<file path="config.mk">
export PLATFORM = sky130hd
export DESIGN_NAME = sdram_arbiter
export DESIGN_NICKNAME = d
export VERILOG_FILES = /design/src/rtl/sdram_arbiter.sv
export SDC_FILE = /design/constraint.sdc
export NUM_CORES = 1
export LEC_CHECK = 0
export ABC_AREA = 0
export CAP_MARGIN = 20
export CORE_MARGIN = 2
export CORE_UTILIZATION = 33
export CTS_BUF_LIST = sky130_fd_sc_hd__clkbuf_4 sky130_fd_sc_hd__clkbuf_8
export DETAILED_ROUTE_END_ITERATION = 10
export PLACE_DENSITY = 0.88
export SLEW_MARGIN = 40
export SYNTH_ARGS = -nofsm -noshare
export SYNTH_HDL_FRONTEND = slang
export SYNTH_SLANG_ARGS = --single-unit
</file>
<file path="constraint.sdc">
create_clock -name clk -period 2.08 [get_ports clk]
set_input_delay 0.208 -clock clk [delete_from_list [all_inputs] [get_ports clk]]
set_output_delay 0.208 -clock clk [all_outputs]
set_load 0.005 [all_outputs]
</file>
<file path="src/rtl/sdram_arbiter.sv">
// sdram_arbiter
// -------------
// Command arbiter and SDRAM bus multiplexer for the SDRAM controller.
// The initialisation sequencer owns the bus until init_end rises. After that,
// the bus is granted to one of three channels: auto-refresh, write burst or
// read burst. Refresh always has the highest priority. The running channel is
// never preempted. Every grant passes through ARBIT for at least one cycle.
//
// Configuration macro: ARB_RR_EN
//   defined   - write and read alternate when both request in the same ARBIT
//               cycle (1-bit last-served register).
//   undefined - fixed priority, write before read.
//
// Ports
//   clk, rst                         clock, asynchronous active-high reset
//   init_end                         init sequence finished (level)
//   init_cmd, init_addr              init sequencer command/address
//   ref_req, wr_req, rd_req          channel requests, held until granted
//   ref_end, wr_end, rd_end          one-cycle "channel finished" pulses
//   ref/wr/rd_cmd, ref/wr/rd_addr    channel commands and addresses
//   wr_bank, rd_bank                 channel bank addresses
//   ref_en, wr_en, rd_en             one-cycle registered grant pulses
//   sdram_cmd, sdram_addr, sdram_bank muxed SDRAM pin values
//   arb_state                        one-hot current state (debug)
module sdram_arbiter #(
    parameter int ADDR_W = 12,
    parameter int BANK_W = 2
) (
    input  logic              clk,
    input  logic              rst,
    input  logic              init_end,
    input  logic [3:0]        init_cmd,
    input  logic [ADDR_W-1:0] init_addr,
    input  logic              ref_req,
    input  logic              wr_req,
    input  logic              rd_req,
    input  logic              ref_end,
    input  logic              wr_end,
    input  logic              rd_end,
    input  logic [3:0]        ref_cmd,
    input  logic [3:0]        wr_cmd,
    input  logic [3:0]        rd_cmd,
    input  logic [ADDR_W-1:0] ref_addr,
    input  logic [ADDR_W-1:0] wr_addr,
    input  logic [ADDR_W-1:0] rd_addr,
    input  logic [BANK_W-1:0] wr_bank,
    input  logic [BANK_W-1:0] rd_bank,
    output logic              ref_en,
    output logic              wr_en,
    output logic              rd_en,
    output logic [3:0]        sdram_cmd,
    output logic [ADDR_W-1:0] sdram_addr,
    output logic [BANK_W-1:0] sdram_bank,
    output logic [4:0]        arb_state
);

    typedef enum logic [4:0] {
        IDLE  = 5'b00001,
        ARBIT = 5'b00010,
        AREF  = 5'b00100,
        WRITE = 5'b01000,
        READ  = 5'b10000
    } state_t;

    localparam logic [3:0] CMD_NOP = 4'b0111;

    state_t state_q, state_d;
    logic   enter;
    logic   wrWins;

`ifdef ARB_RR_EN
    // rdTurn_q is high when the last data transfer was a write, so read goes
    // next if both channels request together.
    logic rdTurn_q;
    assign wrWins = wr_req && !(rd_req && rdTurn_q);
`else
    assign wrWins = wr_req;
`endif

    // Next-state selection. Refresh wins outright in ARBIT. The data channels
    // then compete through wrWins. A busy channel holds the bus until its
    // own end pulse, so stray ends from other channels are ignored.
    always_comb begin
        state_d = state_q;
        case (state_q)
            IDLE:    if (init_end) state_d = ARBIT;
            ARBIT: begin
                if (ref_req)      state_d = AREF;
                else if (wrWins)  state_d = WRITE;
                else if (rd_req)  state_d = READ;
            end
            AREF:    if (ref_end) state_d = ARBIT;
            WRITE:   if (wr_end)  state_d = ARBIT;
            READ:    if (rd_end)  state_d = ARBIT;
            default: state_d = IDLE;
        endcase
    end

    // High on the edge that moves into a new state. The grant pulses are
    // taken from this flag, so each pulse covers only the first cycle
    // spent in the channel state.
    assign enter = (state_d != state_q);

    // State register and registered grant pulses. The reset is asynchronous,
    // so a reset during a burst drops the grants and returns the bus to
    // init at once.
    always_ff @(posedge clk or posedge rst) begin
        if (rst) begin
            state_q  <= IDLE;
            ref_en   <= 1'b0;
            wr_en    <= 1'b0;
            rd_en    <= 1'b0;
`ifdef ARB_RR_EN
            rdTurn_q <= 1'b0;
`endif
        end else begin
            state_q <= state_d;
            ref_en  <= enter && (state_d == AREF);
            wr_en   <= enter && (state_d == WRITE);
            rd_en   <= enter && (state_d == READ);
`ifdef ARB_RR_EN
            if (enter && (state_d == WRITE))     rdTurn_q <= 1'b1;
            else if (enter && (state_d == READ)) rdTurn_q <= 1'b0;
`endif
        end
    end

    // Pin multiplexer, decoded directly from the current state. ARBIT and any
    // corrupted encoding drive NOP, so the pins are always quiet between
    // owners.
    always_comb begin
        sdram_cmd  = CMD_NOP;
        sdram_addr = '0;
        sdram_bank = '0;
        case (state_q)
            IDLE: begin
                sdram_cmd  = init_cmd;
                sdram_addr = init_addr;
            end
            AREF: begin
                sdram_cmd  = ref_cmd;
                sdram_addr = ref_addr;
            end
            WRITE: begin
                sdram_cmd  = wr_cmd;
                sdram_addr = wr_addr;
                sdram_bank = wr_bank;
            end
            READ: begin
                sdram_cmd  = rd_cmd;
                sdram_addr = rd_addr;
                sdram_bank = rd_bank;
            end
            default: ;
        endcase
    end

    assign arb_state = state_q;

endmodule

</file>
== Word-level counts from Yosys, hierarchy flattened ==
Index checks and enable logic that the tools add are counted.

* Register bits: 8
* Word-level logic and storage cells: 27

* Equal/unequal tests: 9
* Muxes and demuxes: 11
* Reduce and logical (&&, ||, !) cells: 3

{| class="wikitable"
|+ Operators with widths
! cell !! count
|-
| $pmux 12 s4 || 1
|-
| $mux 5 || 7
|-
| $pmux 5 s5 || 1
|-
| $pmux 4 s4 || 1
|-
| $eq 5x3->1 const B || 2
|-
| $eq 5x4->1 const B || 2
|-
| $eq 5x5->1 const B || 2
|-
| $eq 5x1->1 const B || 1
|-
| $eq 5x2->1 const B || 1
|-
| $ne 5x5->1 || 1
|-
| $pmux 2 s2 || 1
|-
| $logic_and 1x1->1 || 3
|}

== Logic depth before layout (Yosys ltp) ==
Gate-level depths: netlist of run 1.

* Word-level depth: 6
* Mapped depth: 5

== Worst setup path after synthesis of run 1 ==
OpenSTA, ideal clock, no wires.

* Path kind: register -> output
* Start point: register state_q[0] (netlist: arb_state[0])
* End point: output port sdram_cmd[0]
* Data arrival time: 1.332 ns
* Required time: 1.872 ns
* Slack: 0.540 ns
* Cell stages (with the launch flop): 6
* Path buffers: 2
* Cells stage by stage: dfstp_2 buf_4 clkbuf_1 and3b_1 o21ai_0 o2111ai_1

* Cells in the longest elaborated chain, start to end: 2

{| class="wikitable"
|+ Ends and longest elaborated chain
! item !! RTL line !! text
|-
| start: declaration || 67 || <nowiki>state_t state_q, state_d;</nowiki>
|-
| start signal: assignment || 117 || <nowiki>state_q <= state_d;</nowiki>
|-
| $eq 5x5->1, or another cell as far along || 135 || <nowiki>case (state_q)</nowiki>
|-
| $pmux 4 s4 * || 135 ||
|-
| end: declaration || 51 || <nowiki>output logic [3:0] sdram_cmd,</nowiki>
|}

Every way passes the cells marked *; elsewhere a longest branch is shown, timed or not.

== Worst setup path after layout of run 1 ==
* Start point: register state_q[2] (netlist: arb_state[2])
* End point: output port sdram_addr[9]

* Cells in the longest elaborated chain, start to end: 2

{| class="wikitable"
|+ Ends and longest elaborated chain
! item !! RTL line !! text
|-
| $eq 5x5->1, or another cell as far along || 135 ||
|-
| $pmux 12 s4 * || 135 ||
|-
| end: declaration || 52 || <nowiki>output logic [ADDR_W-1:0] sdram_addr,</nowiki>
|}

Marks and branches as above.

==> metrics.csv, run 1 <==
stage,metric,value,unit
worst_setup_path,Crit Reg-Reg Startpoint,arb_state[2]$_DFF_PP0_,
floorplan,Initial Utilization,34.7,%
timing,RSZ-0062 raised after global routing,yes,
worst_setup_path,CP max stage delay,0.51,ns
pwr,P_int,1.16,mW
worst_setup_path,Worst Path Max Fanout,14,
yosys,ys async rst share,100,%
timing,crit share post-route,102,%
pwr,maximum vdd ir drop,0.415,mV
cts,CTS max path bufs,2,
global_routing,vias in the first global route,1563,
yosys,Synth top cells by count,"nand3_1 (54), nand4_1 (15), buf_2 (10)",
yosys,"Seq/Total Area, Yosys",19.2,%
pwr,Leak,1.02,nW
route,WL/cell,15.7,um
cts,CTS Root Cell,clkbuf_4,
placed_design,DP HPWL,3360,um
pwr,power share of the sequential group,11.9,%
outcome,outcome,"finished, violations left",
route,Vias per Instance,5.51,
layout,Multi-input gate area,776,um2
worst_setup_path,crit path buf inv count,3,
global_routing,GRT overflow,0,
route,# DRC,0,
yosys,synth top area cells,"nand3_1 (26%), dfrtp_1 (17%), nand4_1 (8.9%), and3b_1 (6.7%), buf_2 (4.8%)",
yosys,top-count cell post-synth,nand3_1,
cts,CTS sink cnt,8,
cts,htree depth,1,
timing,final setup fails,6,
worst_setup_path,Crit Path Class,flop to primary output,
route,via count,1729,
layout,final net count,348,
pwr,Pwr Density,787,mW/mm2
worst_setup_path,worst r2r dst,arb_state[4]$_DFF_PP0_,
worst_setup_path,"Arr. time, crit path",1.92,ns
worst_setup_path,R2R depth,5,
pwr,sw frac,39.1,%
timing,Max Fclk,470,MHz
yosys,Mapped Area,0.00105,mm2
worst_setup_path,crit path capture type,primary output,
layout,synth-to-layout area growth,130,%
yosys,"Primary FF master, synth",dfrtp_1,
floorplan,IO Pins,103,
yosys,count of cell types in the netlist,32,
worst_setup_path,CP cell instances,buf_4 -> nor2b_1 -> buf_4 -> nand3_1 -> nand4_1 -> clkdlybuf4s50_1,
cts,hold_buf cts,0,
timing,max_slew headroom,76.9,%
yosys,Synth Instances,149,
timing,Tmin final,2.13,ns
layout,share of cells above drive strength 1,18.9,%
route,WL final,4930,um
timing,Worst-Margin Slew,0.342,ns
worst_setup_path,CP max stage cell,clkdlybuf4s50_1,
pwr,clock network power share,7.8,%
placed_design,GP Congestion,0.903,
cts,number of CTS-inserted buffers,3,
yosys,Syn Area/Cell,7.05,um2
yosys,Synth top area share,25.7,%
pwr,sw power,0.740,mW
yosys,Yosys reg bits,8,
pwr,Comb pwr share,80.3,%
layout,diodes inserted,0,
worst_setup_path,CP startpoint kind,flop,
timing,clk_skew,0.00234,ns
layout,area taken by flip-flops and latches,206,um2
floorplan,die area,0.00365,mm2
floorplan,Cell Rows,20,
layout,Fillers,214,
route,Initial DRT Pass Iterations,4,
worst_setup_path,flop-to-flop setup slack,0.47,ns
yosys,Yosys Warn Count,0,
floorplan,chip height,60.4,um
timing,"Slew Viols, Final",0,
layout,final core occ,79.6,%
pwr,total power,1.90,mW
global_routing,GRT Resource Usage Total,25.3,%
outcome,failing checks,setup timing,
floorplan,Core Area,0.00303,mm2
cts,Skew-Pair Late Insertion Delay,0.26,ns
route,Final ANT Viol Nets,0,
worst_setup_path,Critical Path Most Common Cell,buf_4,
min_path,hold crit path type,primary input to asynchronous set/reset pin,
yosys,syn nets,226,
route,DRT iter0 DRCs,133,
worst_setup_path,Crit path max-delay family,buffers and inverters,
timing,Final WS setup,-0.0496,ns
job,max cap viols,0,
yosys,Post-synth EDFFs,0,
global_routing,first-pass GRT wire length,7100,um
worst_setup_path,WP data required,1.87,ns
global_routing,largest net degree at the start of global routing,28,
timing,Final Hold Viols,0,
floorplan,Die X-Extent,60.4,um
cts,CTS tree,done,
global_routing,initial antenna violation count,0,
yosys,leading area contributor after synthesis,nand3_1,
cts,clk slew on worst S/H paths,0.06,ns
placed_design,port bufs,102,
==> metal layers <==
metal  vias to the layer above  GRT usage (%)  share of wire (%)
met5                         -              0                  0
met4                         0           6.67                2.1
met3                        14           4.90                 10
met2                       110           46.9                 49
met1                       792           29.8                 38
li1                        813              -                  -
==> how the worst max path moves through the flow <==
stage / start / end / cells past startpoint
after CTS: arb_state[1]$_DFF_PP0_ / sdram_addr[6] / 6
after floorplan: arb_state[0]$_DFF_PP1_ / sdram_cmd[0] / 5
final: arb_state[2]$_DFF_PP0_ / sdram_addr[9] / 6
after global placement: arb_state[2]$_DFF_PP0_ / sdram_cmd[2] / 5
after detailed placement: arb_state[2]$_DFF_PP0_ / sdram_cmd[0] / 5
after global routing: arb_state[0]$_DFF_PP1_ / sdram_addr[6] / 7
==> repair_timing <==
item,4_1_cts,5_1_grt
cloned,1,1
setup endpoints to repair,18,12
resized for setup,19,8
buffers inserted,15,0
==> cell type report <==
| class | instances | share of cell area, % |
|---|---|---|
| repair buffers | 134 | 55.2 |
| multi-input cells | 121 | 32.2 |
| flip-flops and latches | 8 | 8.57 |
| well taps | 44 | 2.28 |
| clock buffers | 4 | 1.25 |
| inverters | 3 | 0.467 |
==> through the flow <==
step	worst slack [ns]	hold WS (ns)	instance area, um2	setup TNS (ns)	std cells
after global routing	-0.122	0.242	2410	-0.919	314
after detailed placement	0.0598	0.462	2180	0	293
final	-0.0496	0.178	2410	-0.124	314
after CTS	-0.0102	0.192	2380	-0.0395	313
after floorplan	0.540	0.0229	1050	0	149
after global placement	0.124	0.460	2180	0	293
==> kinds of logic (layout without fill, tap and decap cells) <==
family          Yosys count  count (layout)  synth area share [%]
xor+xnor                  1               1                 0.834
compound gates           18              18                  13.4
buf+inv                  20             141                  9.77
simple gates            102             102                  56.9
flops                     8               8                  19.2
==> worst reg2reg max path, delay by kind of cell, from the launching register on <==
kind                   cells  cell delay, ns
DFF                        1            0.44
buffers and inverters      2            0.31
AOI/OAI and AO/OA          1            0.26
and+or+nand+nor            2            0.50
==> sequential cells by signal, indices dropped and copies added, names as in the netlist <==
name / count
arb_state: 5
rd_en: 1
ref_en: 1
wr_en: 1
==> placed cells by master (no fill, tap or decap), drive strengths merged, types with 2 or more instances in the layout <==
| master | Yosys | final |
|---|---|---|
| nor3 | 4 | 4 |
| dfrtp | 7 | 7 |
| clkbuf | 3 | 4 |
| clkdlybuf4s50 | 0 | 91 |
| o21ai | 4 | 4 |
| a22o | 2 | 2 |
| dlymetal6s2s | 0 | 3 |
| o2111ai | 3 | 3 |
| buf | 14 | 32 |
| nand4 | 15 | 15 |
| nor3b | 2 | 2 |
| and3b | 8 | 8 |
| dlygate4sd2 | 0 | 8 |
| and2 | 2 | 2 |
| nand3 | 54 | 54 |
| nor2 | 4 | 4 |
| a22oi | 3 | 3 |
| nor2b | 4 | 4 |
| nand2 | 4 | 4 |
| inv | 3 | 3 |
==> power groups by stage <==
stage / clock network, mW / registers [mW] / logic [mW]
6_report: 0.148 / 0.226 / 1.52
5_1_grt: 0.151 / 0.231 / 1.64
4_1_cts: 0.145 / 0.222 / 1.47
3_5_place_dp: 0 / 0.274 / 1.26
3_3_place_gp: 0 / 0.269 / 1.23
2_1_floorplan: 0 / 0.208 / 0.611
(Power assumes the default switching activity.)
==> inputs of run 2 (changes only) <==
--- a/config.mk
+++ b/config.mk
@@ -12,7 +12,8 @@
 export CTS_BUF_LIST = sky130_fd_sc_hd__clkbuf_4 sky130_fd_sc_hd__clkbuf_8
 export DETAILED_ROUTE_END_ITERATION = 10
 export PLACE_DENSITY = 0.88
-export SLEW_MARGIN = 40
+export SKIP_LAST_GASP = 1
+export SLEW_MARGIN = 20
 export SYNTH_ARGS = -nofsm -noshare
 export SYNTH_HDL_FRONTEND = slang
 export SYNTH_SLANG_ARGS = --single-unit
==> constraint.sdc (replaced) <==
create_clock -name clk -period 2.6 [get_ports clk]
set_input_delay 0.26 -clock clk [delete_from_list [all_inputs] [get_ports clk]]
set_output_delay 0.26 -clock clk [all_outputs]
set_load 0.005 [all_outputs]
==> metrics.csv, run 2 (synthesis gave the netlist of run 1 again) <==
stage,metric,value,unit
cts,hold_buf cts,0,
worst_setup_path,"Arr. time, crit path",2.12,ns
cts,CTS max path bufs,2,
cts,clk slew on worst S/H paths,0.05,ns
timing,Final Hold Viols,0,
worst_setup_path,Worst Path Max Fanout,15,
worst_setup_path,WP data required,2.34,ns
timing,final setup fails,0,
layout,max FFs per register,5,
layout,final core occ,71.0,%
worst_setup_path,Crit Reg-Reg Startpoint,arb_state[3]$_DFF_PP0_,
min_path,hold crit path type,primary input to asynchronous set/reset pin,
timing,crit share post-route,91.6,%
pwr,sw power,0.507,mW
layout,synth-to-layout area growth,105,%
route,Vias per Instance,5.41,
route,WL/cell,13.9,um
pwr,clock network power share,8.5,%
route,DRT iter0 DRCs,92,
route,met3 routed WL,422,um
layout,"commonest non-fill, non-tap cell in the layout",clkdlybuf4s50_1,
cts,CTS sink cnt,8,
placed_design,DP HPWL,3180,um
pwr,Pwr Density,588,mW/mm2
route,uppermost routed layer,met4,
route,# DRC,0,
pwr,power share of the sequential group,17.3,%
floorplan,die area,0.00365,mm2
timing,Worst-Margin Slew,0.592,ns
floorplan,Initial Utilization,34.7,%
cts,htree depth,1,
global_routing,initial antenna violation count,0,
timing,"Slew Viols, Final",0,
floorplan,Core Area,0.00303,mm2
worst_setup_path,worst r2r dst,arb_state[3]$_DFF_PP0_,
cts,Post-CTS Setup Inserts,0,
route,WL final,4050,um
placed_design,port bufs,102,
worst_setup_path,R2R depth,4,
placed_design,Post-Place Cells,287,
timing,clk_skew,0.00400,ns
global_routing,GRT Resource Usage Total,21.3,%
layout,Fillers,252,
job,max cap viols,0,
cts,number of CTS-inserted buffers,3,
pwr,Comb pwr share,74.1,%
pwr,sw frac,40.1,%
timing,Tmin final,2.38,ns
floorplan,IO Pins,103,
worst_setup_path,crit path capture type,primary output,
cts,Skew-Pair Late Insertion Delay,0.25,ns
placed_design,GP Congestion,0.848,
global_routing,largest net degree at the start of global routing,23,
global_routing,GRT overflow,0,
layout,most frequent cells in the layout,"clkdlybuf4s50_1 (102), nand3_1 (54), nand4_1 (15), buf_4 (9), and3b_1 (8)",
route,via count,1574,
layout,diodes inserted,0,
layout,cell area after layout,0.00215,mm2
worst_setup_path,Crit Path Class,flop to primary output,
placed_design,DP Area,0.00211,mm2
layout,final net count,325,
worst_setup_path,CP startpoint kind,flop,
pwr,maximum vdd ir drop,0.385,mV
pwr,total power,1.26,mW
global_routing,first-pass GRT wire length,6130,um
pwr,Leak,0.823,nW
cts,CTS tree,done,
timing,post-route setup TNS,0,ns
layout,share of cells above drive strength 1,8.50,%
route,Final ANT Viol Nets,0,
placed_design,DP Worst Slack,0.289,ns
timing,Final WS setup,0.220,ns
route,met1 WL,1610,um
timing,RSZ-0062 raised after global routing,no,
global_routing,vias in the first global route,1401,
floorplan,Die X-Extent,60.4,um
timing,Max Fclk,420,MHz
floorplan,Cell Rows,20,
layout,"non-filler cells, final",291,
worst_setup_path,flop-to-flop setup slack,1.13,ns
floorplan,chip height,60.4,um
timing,max_slew headroom,60.4,%
route,DR WL met2,1990,um
timing,Hold Slack,0.243,ns
pwr,P_int,0.757,mW
outcome,outcome,"complete, no violations",
route,Initial DRT Pass Iterations,4,
cts,CTS Root Cell,clkbuf_4,
-- run 2: cell count changes in the layout (fill, tap and decap cells not counted), sizes merged --
cell	change
dlymetal6s2s	-3
dlygate4sd2	-8
clkdlybuf4s50	+11
buf	-23
-- run 2: power groups by stage --
stage	Combinational, mW	Clock, mW	Sequential, mW
finish	0.938	0.108	0.219
global route	1.02	0.113	0.226
CTS	0.942	0.108	0.219
detailed placement	0.937	0	0.219
global placement	0.928	0	0.217
floorplan	0.489	0	0.167
-- run 2: cell type report --
cell class,count,area (um2),area share (%)
sequential,8,201,9.37
inverter,3,11.3,0.524
multi-input combinational,121,763,35.5
clock buffer,4,30.0,1.40
tap,44,55.1,2.56
timing repair buffer,111,1090,50.6
-- run 2: how the worst max path moves through the flow --
stage | cells past startpoint | slack (ns) | to | from
floorplan | 5 | 1.01 | sdram_cmd[0] | arb_state[0]$_DFF_PP1_
CTS | 5 | 0.11 | sdram_addr[5] | arb_state[3]$_DFF_PP0_
global route | 5 | 0.10 | sdram_addr[10] | arb_state[3]$_DFF_PP0_
finish | 5 | 0.22 | sdram_addr[11] | arb_state[3]$_DFF_PP0_
global placement | 4 | 0.31 | sdram_addr[3] | arb_state[0]$_DFF_PP1_
detailed placement | 4 | 0.29 | sdram_addr[2] | arb_state[0]$_DFF_PP1_
-- run 2: layer usage --
layer	global-route usage, %	vias to the layer above
met3	3.84	4
met4	4.76	0
met1	26.5	715
li1	-	767
met2	38.4	88
met5	0	-
-- run 2: timing repair --
item,4_1_cts,5_1_grt
endpoints found under the setup margin,3,8
resized for setup,1,1
endpoints found under the hold margin,0,0
-- run 2: critical path, stage by stage (launching register included) --
cell	delay [ns]
dfrtp_1	0.56
nor2b_2	0.33
buf_4	0.27
nand3_1	0.11
nand4_1	0.09
clkdlybuf4s50_1	0.51
